$ cat src/rtl/div_sequencer_pkg.sv
//------------------------------------------------------------------------------
// Module   : div_sequencer_pkg
// Purpose  : Shared CPU-wide definitions for the RV32M divide sequencer:
//            datapath widths, M-extension decode constants, FSM encoding,
//            and a two's-complement helper.
// Ports    : none (package)
// Revision : 1.0 - initial release
//------------------------------------------------------------------------------
`default_nettype none

package div_sequencer_pkg;

  localparam int XLEN  = 32;
  localparam int CNT_W = 5;

  // funct3 encodings of the divide/remainder group
  localparam logic [2:0] F3_DIV  = 3'b100;
  localparam logic [2:0] F3_DIVU = 3'b101;
  localparam logic [2:0] F3_REM  = 3'b110;
  localparam logic [2:0] F3_REMU = 3'b111;

  // Decoder-side constants that qualify a divide op before START is raised
  localparam logic [6:0] OPCODE_OP     = 7'b0110011;
  localparam logic [6:0] FUNCT7_MULDIV = 7'b0000001;

  typedef enum logic [1:0] {
    ST_IDLE  = 2'd0,
    ST_CALC  = 2'd1,
    ST_FIXUP = 2'd2,
    ST_DONE  = 2'd3
  } state_t;

  localparam logic [XLEN-1:0] INT_MIN  = {1'b1, {(XLEN-1){1'b0}}};
  localparam logic [XLEN-1:0] ALL_ONES = {XLEN{1'b1}};

  // Two's complement on XLEN bits; INT_MIN maps to itself.
  function automatic logic [XLEN-1:0] negate(input logic [XLEN-1:0] v);
    return ~v + {{(XLEN-1){1'b0}}, 1'b1};
  endfunction

endpackage

`default_nettype wire

$ cat src/rtl/div_sequencer_if.sv
//------------------------------------------------------------------------------
// Module   : div_sequencer_if
// Purpose  : EX-stage <-> divide sequencer handshake bundle.
// Ports    : master (EX stage) drives start/funct3/operand_a/operand_b/flush,
//            receives stall/busy/result/result_valid.
//            slave (sequencer) is the mirror image.
// Revision : 1.0 - initial release
//------------------------------------------------------------------------------
`default_nettype none

interface div_sequencer_if;
  import div_sequencer_pkg::*;

  logic            start;
  logic [2:0]      funct3;
  logic [XLEN-1:0] operand_a;
  logic [XLEN-1:0] operand_b;
  logic            flush;
  logic            stall;
  logic            busy;
  logic [XLEN-1:0] result;
  logic            result_valid;

  modport master (
    output start, funct3, operand_a, operand_b, flush,
    input  stall, busy, result, result_valid
  );

  modport slave (
    input  start, funct3, operand_a, operand_b, flush,
    output stall, busy, result, result_valid
  );

endinterface

`default_nettype wire

$ cat src/rtl/div_sequencer_step.sv
//------------------------------------------------------------------------------
// Module   : div_step
// Purpose  : One combinational radix-2 restoring divide iteration.
// Ports    : rem_in  - partial remainder, low XLEN-1 bits (its MSB is always
//                      zero before a shift, so it is not needed)
//            quo_in  - quotient/dividend shift register
//            divisor - divisor magnitude
//            rem_out - next partial remainder
//            quo_out - next quotient register (new quotient bit in LSB)
// Revision : 1.0 - initial release
//------------------------------------------------------------------------------
`default_nettype none

module div_step
  import div_sequencer_pkg::*;
(
  input  logic [XLEN-2:0] rem_in,
  input  logic [XLEN-1:0] quo_in,
  input  logic [XLEN-1:0] divisor,
  output logic [XLEN-1:0] rem_out,
  output logic [XLEN-1:0] quo_out
);

  logic [XLEN-1:0] shifted;
  logic [XLEN:0]   trial;

  // Next dividend bit enters the remainder from the top of the quotient reg.
  assign shifted = {rem_in, quo_in[XLEN-1]};
  assign trial   = {1'b0, shifted} - {1'b0, divisor};

  // trial[XLEN] set means the subtraction went negative: restore.
  assign rem_out = trial[XLEN] ? shifted : trial[XLEN-1:0];
  assign quo_out = {quo_in[XLEN-2:0], ~trial[XLEN]};

endmodule

`default_nettype wire

$ cat src/rtl/div_sequencer.sv
//------------------------------------------------------------------------------
// Module   : div_sequencer
// Purpose  : Multi-cycle RV32M DIV/DIVU/REM/REMU controller. Runs a restoring
//            divide on operand magnitudes, one quotient bit per cycle, then
//            applies sign fix-up. Divide-by-zero and INT_MIN/-1 complete
//            immediately. Stalls the pipeline until the result is ready.
// Ports    : clk - rising-edge clock
//            rst - asynchronous active-high reset
//            bus - div_sequencer_if.slave (start/funct3/operands/flush in,
//                  stall/busy/result/result_valid out)
// Revision : 1.0 - initial release
//------------------------------------------------------------------------------
`default_nettype none

module div_sequencer
  import div_sequencer_pkg::*;
(
  input  logic          clk,
  input  logic          rst,
  div_sequencer_if.slave bus
);

  localparam logic [CNT_W-1:0] CNT_LAST = CNT_W'(XLEN - 1);
  localparam logic [CNT_W-1:0] CNT_ONE  = {{(CNT_W-1){1'b0}}, 1'b1};

  state_t          state_q,   state_d;
  logic [CNT_W-1:0] cnt_q,    cnt_d;
  logic [XLEN-1:0] rem_q,     rem_d;
  logic [XLEN-1:0] quo_q,     quo_d;
  logic [XLEN-1:0] dvs_q,     dvs_d;
  logic [XLEN-1:0] result_q,  result_d;
  logic            rem_sel_q, rem_sel_d;
  logic            neg_quo_q, neg_quo_d;
  logic            neg_rem_q, neg_rem_d;

  logic            is_signed;
  logic            a_neg;
  logic            b_neg;
  logic [XLEN-1:0] step_rem;
  logic [XLEN-1:0] step_quo;
  logic [XLEN-1:0] fix_quo;
  logic [XLEN-1:0] fix_rem;

  assign is_signed = ~bus.funct3[0];
  assign a_neg     = is_signed & bus.operand_a[XLEN-1];
  assign b_neg     = is_signed & bus.operand_b[XLEN-1];
  assign fix_quo   = neg_quo_q ? negate(quo_q) : quo_q;
  assign fix_rem   = neg_rem_q ? negate(rem_q) : rem_q;

  div_step u_step (
    .rem_in  (rem_q[XLEN-2:0]),
    .quo_in  (quo_q),
    .divisor (dvs_q),
    .rem_out (step_rem),
    .quo_out (step_quo)
  );

  // State register
  always_ff @(posedge clk or posedge rst) begin
    if (rst) begin
      state_q   <= ST_IDLE;
      cnt_q     <= '0;
      rem_q     <= '0;
      quo_q     <= '0;
      dvs_q     <= '0;
      result_q  <= '0;
      rem_sel_q <= 1'b0;
      neg_quo_q <= 1'b0;
      neg_rem_q <= 1'b0;
    end else begin
      state_q   <= state_d;
      cnt_q     <= cnt_d;
      rem_q     <= rem_d;
      quo_q     <= quo_d;
      dvs_q     <= dvs_d;
      result_q  <= result_d;
      rem_sel_q <= rem_sel_d;
      neg_quo_q <= neg_quo_d;
      neg_rem_q <= neg_rem_d;
    end
  end

  // Next-state and datapath logic
  always_comb begin
    state_d   = state_q;
    cnt_d     = cnt_q;
    rem_d     = rem_q;
    quo_d     = quo_q;
    dvs_d     = dvs_q;
    result_d  = result_q;
    rem_sel_d = rem_sel_q;
    neg_quo_d = neg_quo_q;
    neg_rem_d = neg_rem_q;

    unique case (state_q)
      ST_IDLE: begin
        if (bus.start && !bus.flush) begin
          rem_sel_d = bus.funct3[1];
          neg_quo_d = a_neg ^ b_neg;
          neg_rem_d = a_neg;
          if (bus.operand_b == '0) begin
            result_d = bus.funct3[1] ? bus.operand_a : ALL_ONES;
            state_d  = ST_DONE;
          end else if (is_signed && bus.operand_a == INT_MIN &&
                       bus.operand_b == ALL_ONES) begin
            result_d = bus.funct3[1] ? '0 : INT_MIN;
            state_d  = ST_DONE;
          end else begin
            cnt_d   = CNT_LAST;
            rem_d   = '0;
            quo_d   = a_neg ? negate(bus.operand_a) : bus.operand_a;
            dvs_d   = b_neg ? negate(bus.operand_b) : bus.operand_b;
            state_d = ST_CALC;
          end
        end
      end
      ST_CALC: begin
        rem_d = step_rem;
        quo_d = step_quo;
        if (cnt_q == '0) begin
          state_d = ST_FIXUP;
        end else begin
          cnt_d = cnt_q - CNT_ONE;
        end
      end
      ST_FIXUP: begin
        result_d = rem_sel_q ? fix_rem : fix_quo;
        state_d  = ST_DONE;
      end
      ST_DONE: begin
        state_d = ST_IDLE;
      end
      default: begin
        state_d = ST_IDLE;
      end
    endcase

    // A flush abandons the op without touching the architectural result.
    if (bus.flush) begin
      state_d  = ST_IDLE;
      result_d = result_q;
    end
  end

  // Outputs
  always_comb begin
    bus.stall        = (bus.start && state_q == ST_IDLE && !bus.flush) ||
                       state_q == ST_CALC || state_q == ST_FIXUP;
    bus.busy         = (state_q != ST_IDLE);
    bus.result_valid = (state_q == ST_DONE);
    bus.result       = result_q;
  end

endmodule

`default_nettype wire

$ cat src/flat_wrapper.sv
// flat-port wrapper written by rule: the top's interface ports become plain ports
module div_sequencer_flat import div_sequencer_pkg::*;
  (clk, rst, bus_start, bus_funct3, bus_operand_a, bus_operand_b, bus_flush, bus_stall, bus_busy, bus_result, bus_result_valid);
  div_sequencer_if bus_i ();
  input  logic clk;
  input  logic rst;
  input wire logic [$bits(bus_i.start)-1:0] bus_start;
  input wire logic [$bits(bus_i.funct3)-1:0] bus_funct3;
  input wire logic [$bits(bus_i.operand_a)-1:0] bus_operand_a;
  input wire logic [$bits(bus_i.operand_b)-1:0] bus_operand_b;
  input wire logic [$bits(bus_i.flush)-1:0] bus_flush;
  output wire logic [$bits(bus_i.stall)-1:0] bus_stall;
  output wire logic [$bits(bus_i.busy)-1:0] bus_busy;
  output wire logic [$bits(bus_i.result)-1:0] bus_result;
  output wire logic [$bits(bus_i.result_valid)-1:0] bus_result_valid;
  assign bus_i.start = bus_start;
  assign bus_i.funct3 = bus_funct3;
  assign bus_i.operand_a = bus_operand_a;
  assign bus_i.operand_b = bus_operand_b;
  assign bus_i.flush = bus_flush;
  assign bus_stall = bus_i.stall;
  assign bus_busy = bus_i.busy;
  assign bus_result = bus_i.result;
  assign bus_result_valid = bus_i.result_valid;
  div_sequencer u_core (.clk(clk), .rst(rst), .bus(bus_i));
endmodule
$ cat config.mk
export PLATFORM = sky130hd
export DESIGN_NAME = div_sequencer_flat
export DESIGN_NICKNAME = d
export VERILOG_FILES = /design/src/rtl/div_sequencer_pkg.sv /design/src/rtl/div_sequencer_if.sv /design/src/rtl/div_sequencer_step.sv /design/src/rtl/div_sequencer.sv /design/src/flat_wrapper.sv
export SDC_FILE = /design/constraint.sdc
export NUM_CORES = 1
export LEC_CHECK = 0
export BUFFER_PORTS_ARGS = -buffer_cell sky130_fd_sc_hd__buf_4
export CORE_MARGIN = 2
export CORE_UTILIZATION = 40
export CTS_BUF_LIST = sky130_fd_sc_hd__clkbuf_8
export CTS_CLUSTER_DIAMETER = 150
export DETAILED_ROUTE_END_ITERATION = 8
export GPL_TIMING_DRIVEN = 0
export HOLD_SLACK_MARGIN = 0.12
export PLACE_DENSITY_LB_ADDON = 0.1
export SYNTH_ARGS = -nofsm -noshare
export SYNTH_HDL_FRONTEND = slang
export SYNTH_SLANG_ARGS = --single-unit
$ cat constraint.sdc
create_clock -name clk -period 8.7 [get_ports clk]
set_input_delay 0.87 -clock clk [delete_from_list [all_inputs] [get_ports clk]]
set_output_delay 0.87 -clock clk [all_outputs]
set_load 0.05 [all_outputs]
==> results of run 1 <==
-- synthesized netlist by cell type (19+ instances only) --
| master | count | share of area |
|---|---|---|
| o21ai_0 | 127 | 0.055 |
| inv_1 | 56 | 0.018 |
| clkbuf_1 | 61 | 0.020 |
| or3_1 | 24 | 0.013 |
| o41ai_1 | 19 | 0.014 |
| o211ai_1 | 30 | 0.020 |
| nand3_1 | 36 | 0.016 |
| nor2_1 | 110 | 0.036 |
| dfrtp_1 | 138 | 0.30 |
| xor2_1 | 60 | 0.046 |
| a21oi_1 | 120 | 0.052 |
| o31ai_1 | 38 | 0.025 |
| nor3_1 | 48 | 0.021 |
| nand2_1 | 154 | 0.050 |
| xnor2_1 | 75 | 0.057 |
| ha_1 | 44 | 0.048 |
| a21o_1 | 28 | 0.018 |
-- power breakdown --
part           switching (mW)  internal, mW
sequential              0.166         0.774
combinational           0.744         0.435
clock                   0.289         0.322
-- metal layers --
| layer | part of all wire | vias up |
|---|---|---|
| met5 | 0 | - |
| met4 | 0.041 | 0 |
| met3 | 0.056 | 99 |
| met2 | 0.46 | 420 |
| met1 | 0.44 | 5517 |
| li1 | - | 5549 |
-- sequential cells by signal, summed over array words and instances (netlist names) --
| register | count |
|---|---|
| u_core.rem_q | 32 |
| u_core.neg_quo_q | 1 |
| u_core.bus.result | 32 |
| u_core.dvs_q | 32 |
| u_core.cnt_q | 5 |
| u_core.state_q | 2 |
| u_core.quo_q | 32 |
| u_core.rem_sel_q | 1 |
| u_core.neg_rem_q | 1 |
-- worst paths after layout --
kind                                   from                    end  slack, ps  depth (start not counted)
setup / recovery           bus_operand_b[1]       u_core.rem_q[14]       4660                         12
hold / removal                          rst  u_core.bus.result[24]        450                          2
setup reg to reg           u_core.quo_q[31]        u_core.rem_q[5]       4850                         13
hold reg to reg            u_core.dvs_q[21]       u_core.dvs_q[21]        480                          2
max in group asynchronous               rst        u_core.dvs_q[0]       7440                          3
min in group clk           u_core.dvs_q[21]       u_core.dvs_q[21]        480                          2
-- worst max-delay path: stages --
cell and delay [ps]:
buf_4 120, inv_1 60, ha_1 190, or4b_2 630, nor4_1 530, nand3_2 410
o211ai_2 310, buf_2 320, a21oi_1 340, o21ai_0 250, a21oi_1 80, a221o_1 270
-- per-stage QoR --
| step | power (mW) | std cells | worst slack, ps | cell area [um2] |
|---|---|---|---|---|
| finish | 2.73 | 1977 | 4660 | 13300 |
| detailed placement | 2.11 | 1945 | 4190 | 12800 |
| global placement | 2.09 | 1944 | 2170 | 12800 |
| global route | 2.91 | 1977 | 4510 | 13300 |
| floorplan | 1.73 | 1456 | 4130 | 11500 |
| CTS | 2.72 | 1977 | 4650 | 13300 |
-- final cells by class --
class	instances	area, um2	share of cell area
Buffer	92	398	0.0300
Clock buffer	18	248	0.0187
Clock inverter	14	195	0.0147
Inverter	59	226	0.0171
Multi-Input combinational cell	1167	7460	0.562
Sequential cell	138	3450	0.260
Tap cell	384	480	0.0362
Timing Repair Buffer	105	808	0.0609
-- cells by family after synthesis --
logic type	Yosys count
muxes	14
and+or+nand+nor	489
DFF	138
adders and majority gates	45
AOI/OAI and AO/OA	483
buffers and inverters	151
xor gates and xnor gates	136
==> impl_metrics.json, run 1 <==
{
  "finalWorstPathRequiredPeriod_ps": 4040,
  "mostFrequentLayoutCell": "nand2_1",
  "drt-initial-drc-count": 991,
  "cts_tree": "yes",
  "drt-wirelength-per-cell_um": 20.7,
  "hold_buffers": 0,
  "achievable-frequency_mhz": 247,
  "globalRouteMet2Util": 0.454,
  "fp-row-count": 62,
  "grt_antenna_before_repair": 0,
  "floorplan.die.width_um": 174,
  "max-cap-violations": 0,
  "rsz0062_at_grt": "no",
  "grt_max_degree": 84,
  "proportion_of_layout_cells_with_a_drive_suffix_above_1": 0.124,
  "cts_h_tree_depth": 4,
  "clockRootBuffer": "clkbuf_8",
  "max-slew-margin-rel": 0.288,
  "grt_pass1_wl_mm": 64.5,
  "final_max_slew_viol_count": 0,
  "timing_hold_violations_final": 0,
  "number_of_fill_cells_in_the_layout": 2992,
  "ctsResizeCount": 0,
  "cts_buffer_depth": 2,
  "timing_worst_slew_pin_value_ps": 1050,
  "synth_top_family_by_area": "compound AO/OA/AOI/OAI gates",
  "final.setup.tns_ps": 0,
  "synth-edff-count": 0,
  "core_area_um2": 28500,
  "cp_data_required_time_ps": 9040,
  "vias": 11600,
  "diodes": 0,
  "power.density_cell_area_nw_per_um2": 206,
  "setup_violations": 0,
  "dieHeight_um": 174,
  "ys_seq_elements": 138,
  "compound_cell_area_share_of_the_yosys_netlist": 0.272,
  "final_core_utilization": 0.465,
  "mostFrequentLayoutCells": "nand2_1, dfrtp_1, o21ai_0, a21oi_1, nor2_1",
  "clock_insertion_delay_worst_skew_ps": 470,
  "synth.net_count": 1572,
  "drt_pass1_iterations": 5,
  "post-route-drc-count": 0,
  "clk_pin_slew_worst_paths_ps": 90,
  "yosysWarnings": 0,
  "grt_pass1_vias": 11600,
  "use_met1": 0.351,
  "synth_xor_area_frac": 0.104,
  "numCtsBuffers": 17,
  "dpl.hpwl_mm": 32.0,
  "critical_path.endpoint_type": "register",
  "gp_routability_congestion": 0.913,
  "worstHoldPathType": "in2async",
  "post-cts-setup-buffer-count": 0,
  "synth.cell_area_um2": 11500,
  "globalRouteTotalUtil": 0.271,
  "antenna_violating_nets_left": 0,
  "worst-setup-path-type": "in2reg",
  "peakVddDrop_mv": 0.117,
  "drt-vias-per-instance": 5.86,
  "num-nets-final": 1696,
  "synth-adder-area-share": 0.0495,
  "critPathArrivalTime_ps": 4390,
  "timing.final.crit_share": 0.465,
  "synth-main-ff-cell": "dfrtp_1",
  "total_leakage_power_nw": 5.89,
  "grt_busiest_layer": "met2",
  "met3_layer_usage_reported_by_global_route": 0.0331,
  "status": "finished clean",
  "num_io_pins": 106,
  "syn-instance-count": 1456,
  "synth.area.mux_share": 0.0130,
  "post_route_clock_skew_ps": 16.2,
  "clock-sinks": 138,
  "crit_path_start_kind": "primary input",
  "overflow": 0,
  "postRouteWirelength_mm": 40.9,
  "synthSimpleGateAreaFrac": 0.208,
  "die_area_um2": 30200,
  "start_util": 0.404,
  "layout-area-overhead-vs-synth_pct": 15.1,
  "postSynthAreaPerCell_um2": 7.92,
  "numPortBuffers": 104,
  "worstPathMaxFanout": 10,
  "yosysUniqueCellTypes": 83,
  "async_set_or_reset_register_ratio_after_synthesis": 1.00,
  "hold_ws_ps": 454,
  "yosysSeqAreaShare": 0.299
}
Note: power is estimated with default switching activity, not from simulation.
==> run 2, diff against run 1 <==
clock period = 4.2 ns   (was 8.7 ns; I/O delays follow)
==> impl_metrics.json, run 2 (synthesis gave the netlist of run 1 again) <==
{
  "gp_routability_congestion": 0.913,
  "postRouteWirelength_mm": 41.0,
  "mostFrequentLayoutCells": "nand2_1, dfrtp_1, o21ai_0, a21oi_1, nor2_1",
  "fp-row-count": 62,
  "drt_pass1_iterations": 5,
  "die_area_um2": 30200,
  "critical_path.endpoint_type": "register",
  "clk_pin_slew_worst_paths_ps": 80,
  "drt-vias-per-instance": 5.87,
  "mostFrequentLayoutCell": "nand2_1",
  "ctsResizeCount": 0,
  "power_switching_share": 0.439,
  "drt-wirelength-per-cell_um": 20.7,
  "sequentialPowerShare": 0.345,
  "cp_data_required_time_ps": 4550,
  "rsz0062_at_grt": "no",
  "max-cap-violations": 0,
  "final_core_utilization": 0.465,
  "place.detailed.instances": 1945,
  "layout-area-overhead-vs-synth_pct": 15.1,
  "timing_hold_violations_final": 0,
  "worst-setup-path-type": "reg2reg",
  "post_route_clock_skew_ps": 18.1,
  "setup_violations": 0,
  "switchingPower_mw": 2.49,
  "achievable-frequency_mhz": 259,
  "clockRootBuffer": "clkbuf_8",
  "grt_pass1_vias": 11600,
  "worstSetupStartpoint": "u_core.quo_q[31]",
  "seqCellArea_um2": 3450,
  "vias": 11600,
  "timing_worst_slew_pin_value_ps": 1030,
  "cts_buffer_depth": 2,
  "critPathArrivalTime_ps": 4210,
  "crit_path_start_kind": "register",
  "power.density_cell_area_nw_per_um2": 426,
  "peakVddDrop_mv": 0.241,
  "worstHoldPathType": "in2reg",
  "status": "finished clean",
  "core_area_um2": 28500,
  "overflow": 0,
  "grt_antenna_before_repair": 0,
  "multi_input_area_um2": 7460,
  "min_from": "bus_flush",
  "number_of_fill_cells_in_the_layout": 2993,
  "worstPathMaxFanout": 10,
  "antenna_violating_nets_left": 0,
  "grt_pass1_wl_mm": 64.5,
  "clkPwrFrac": 0.223,
  "cts_h_tree_depth": 4,
  "dieHeight_um": 174,
  "numCtsBuffers": 17,
  "total_leakage_power_nw": 5.90,
  "share_comb_of_total_power": 0.433,
  "cts_tree": "yes",
  "clock-sinks": 138,
  "post-place-ws_ps": 141,
  "grt_max_degree": 84,
  "dpl.hpwl_mm": 32.0,
  "numPortBuffers": 104,
  "timing.final.crit_share": 0.918,
  "diodes": 0,
  "floorplan.die.width_um": 174,
  "finalWorstPathRequiredPeriod_ps": 3850,
  "post-route-drc-count": 0,
  "max-slew-margin-rel": 0.306,
  "num-nets-final": 1697,
  "start_util": 0.404,
  "cellInternalPower_mw": 3.17,
  "drt-initial-drc-count": 1039,
  "clock_insertion_delay_worst_skew_ps": 470,
  "timing.final.ws_setup_ps": 345,
  "final_max_slew_viol_count": 0,
  "proportion_of_layout_cells_with_a_drive_suffix_above_1": 0.124,
  "hold_ws_ps": 162,
  "globalRouteTotalUtil": 0.271,
  "post-cts-setup-buffer-count": 0,
  "num_io_pins": 106,
  "final_cell_count_no_fill": 1978,
  "r2r_start": "u_core.quo_q[31]"
}
run 2: cell count changes in the layout (fill, tap and decap cells not counted):
cell / before / now
dlygate4sd3_1: 0 / 1
run 2: power groups by stage:
stage | logic (mW) | clock network [mW] | registers, mW
final | 2.45 | 1.26 | 1.95
after global routing | 2.72 | 1.33 | 1.99
after CTS | 2.42 | 1.27 | 1.94
after detailed placement | 2.40 | 0 | 1.96
after global placement | 2.38 | 0 | 1.96
after floorplan | 1.72 | 0 | 1.87
run 2: routing by layer:
layer | global-route usage | part of all wire | wire length (um) | vias to the layer above
li1 | - | - | - | 5557
met4 | 0.120 | 0.041 | 1690 | 0
met2 | 0.454 | 0.46 | 19000 | 436
met1 | 0.351 | 0.44 | 18000 | 5511
met3 | 0.0331 | 0.057 | 2320 | 104
met5 | 0 | 0 | 0 | -
run 2: path summary, 6_finish.rpt:
path / slack [ps] / endpoint / depth (start not counted)
min reg2reg: 480 / u_core.dvs_q[15] / 2
max: 350 / u_core.rem_q[5] / 13
min in group asynchronous: 570 / u_core.bus.result[24] / 3
max in group asynchronous: 2820 / u_core.dvs_q[0] / 4
max reg2reg: 350 / u_core.rem_q[5] / 13
min: 160 / u_core.state_q[1] / 2
run 2: what timing repair did:
action / in CTS / in global routing
endpoints found under the hold margin: 55 / 0
hold buffers: 1 / 0
setup endpoints to repair: 0 / 0
run 2: final cells by class:
cell class                      instances  share of cell area
Multi-Input combinational cell       1167               0.562
Sequential cell                       138               0.260
Timing Repair Buffer                  106              0.0616
Tap cell                              384              0.0362
Buffer                                 92              0.0300
Clock buffer                           18              0.0186
Inverter                               59              0.0170
Clock inverter                         14              0.0147
run 2: through the flow:
step	total power [mW]	area [um2]	TNS [ps]
floorplan	3.59	11500	0
global placement	4.34	12800	-257050
detailed placement	4.37	12800	0
CTS	5.63	13300	0
global route	6.03	13300	0
finish	5.66	13300	0
run 2: worst max-delay path, stage by stage (launching register included):
cell and delay, ps:
dfrtp_1 390, inv_1 170, ha_1 240, fa_1 390
nor2b_1 210, o2111ai_1 150, a211oi_1 520, or2_2 270
a21o_1 260, o211a_1 190, buf_6 140, clkbuf_1 410
nor3_1 120, a221o_1 280
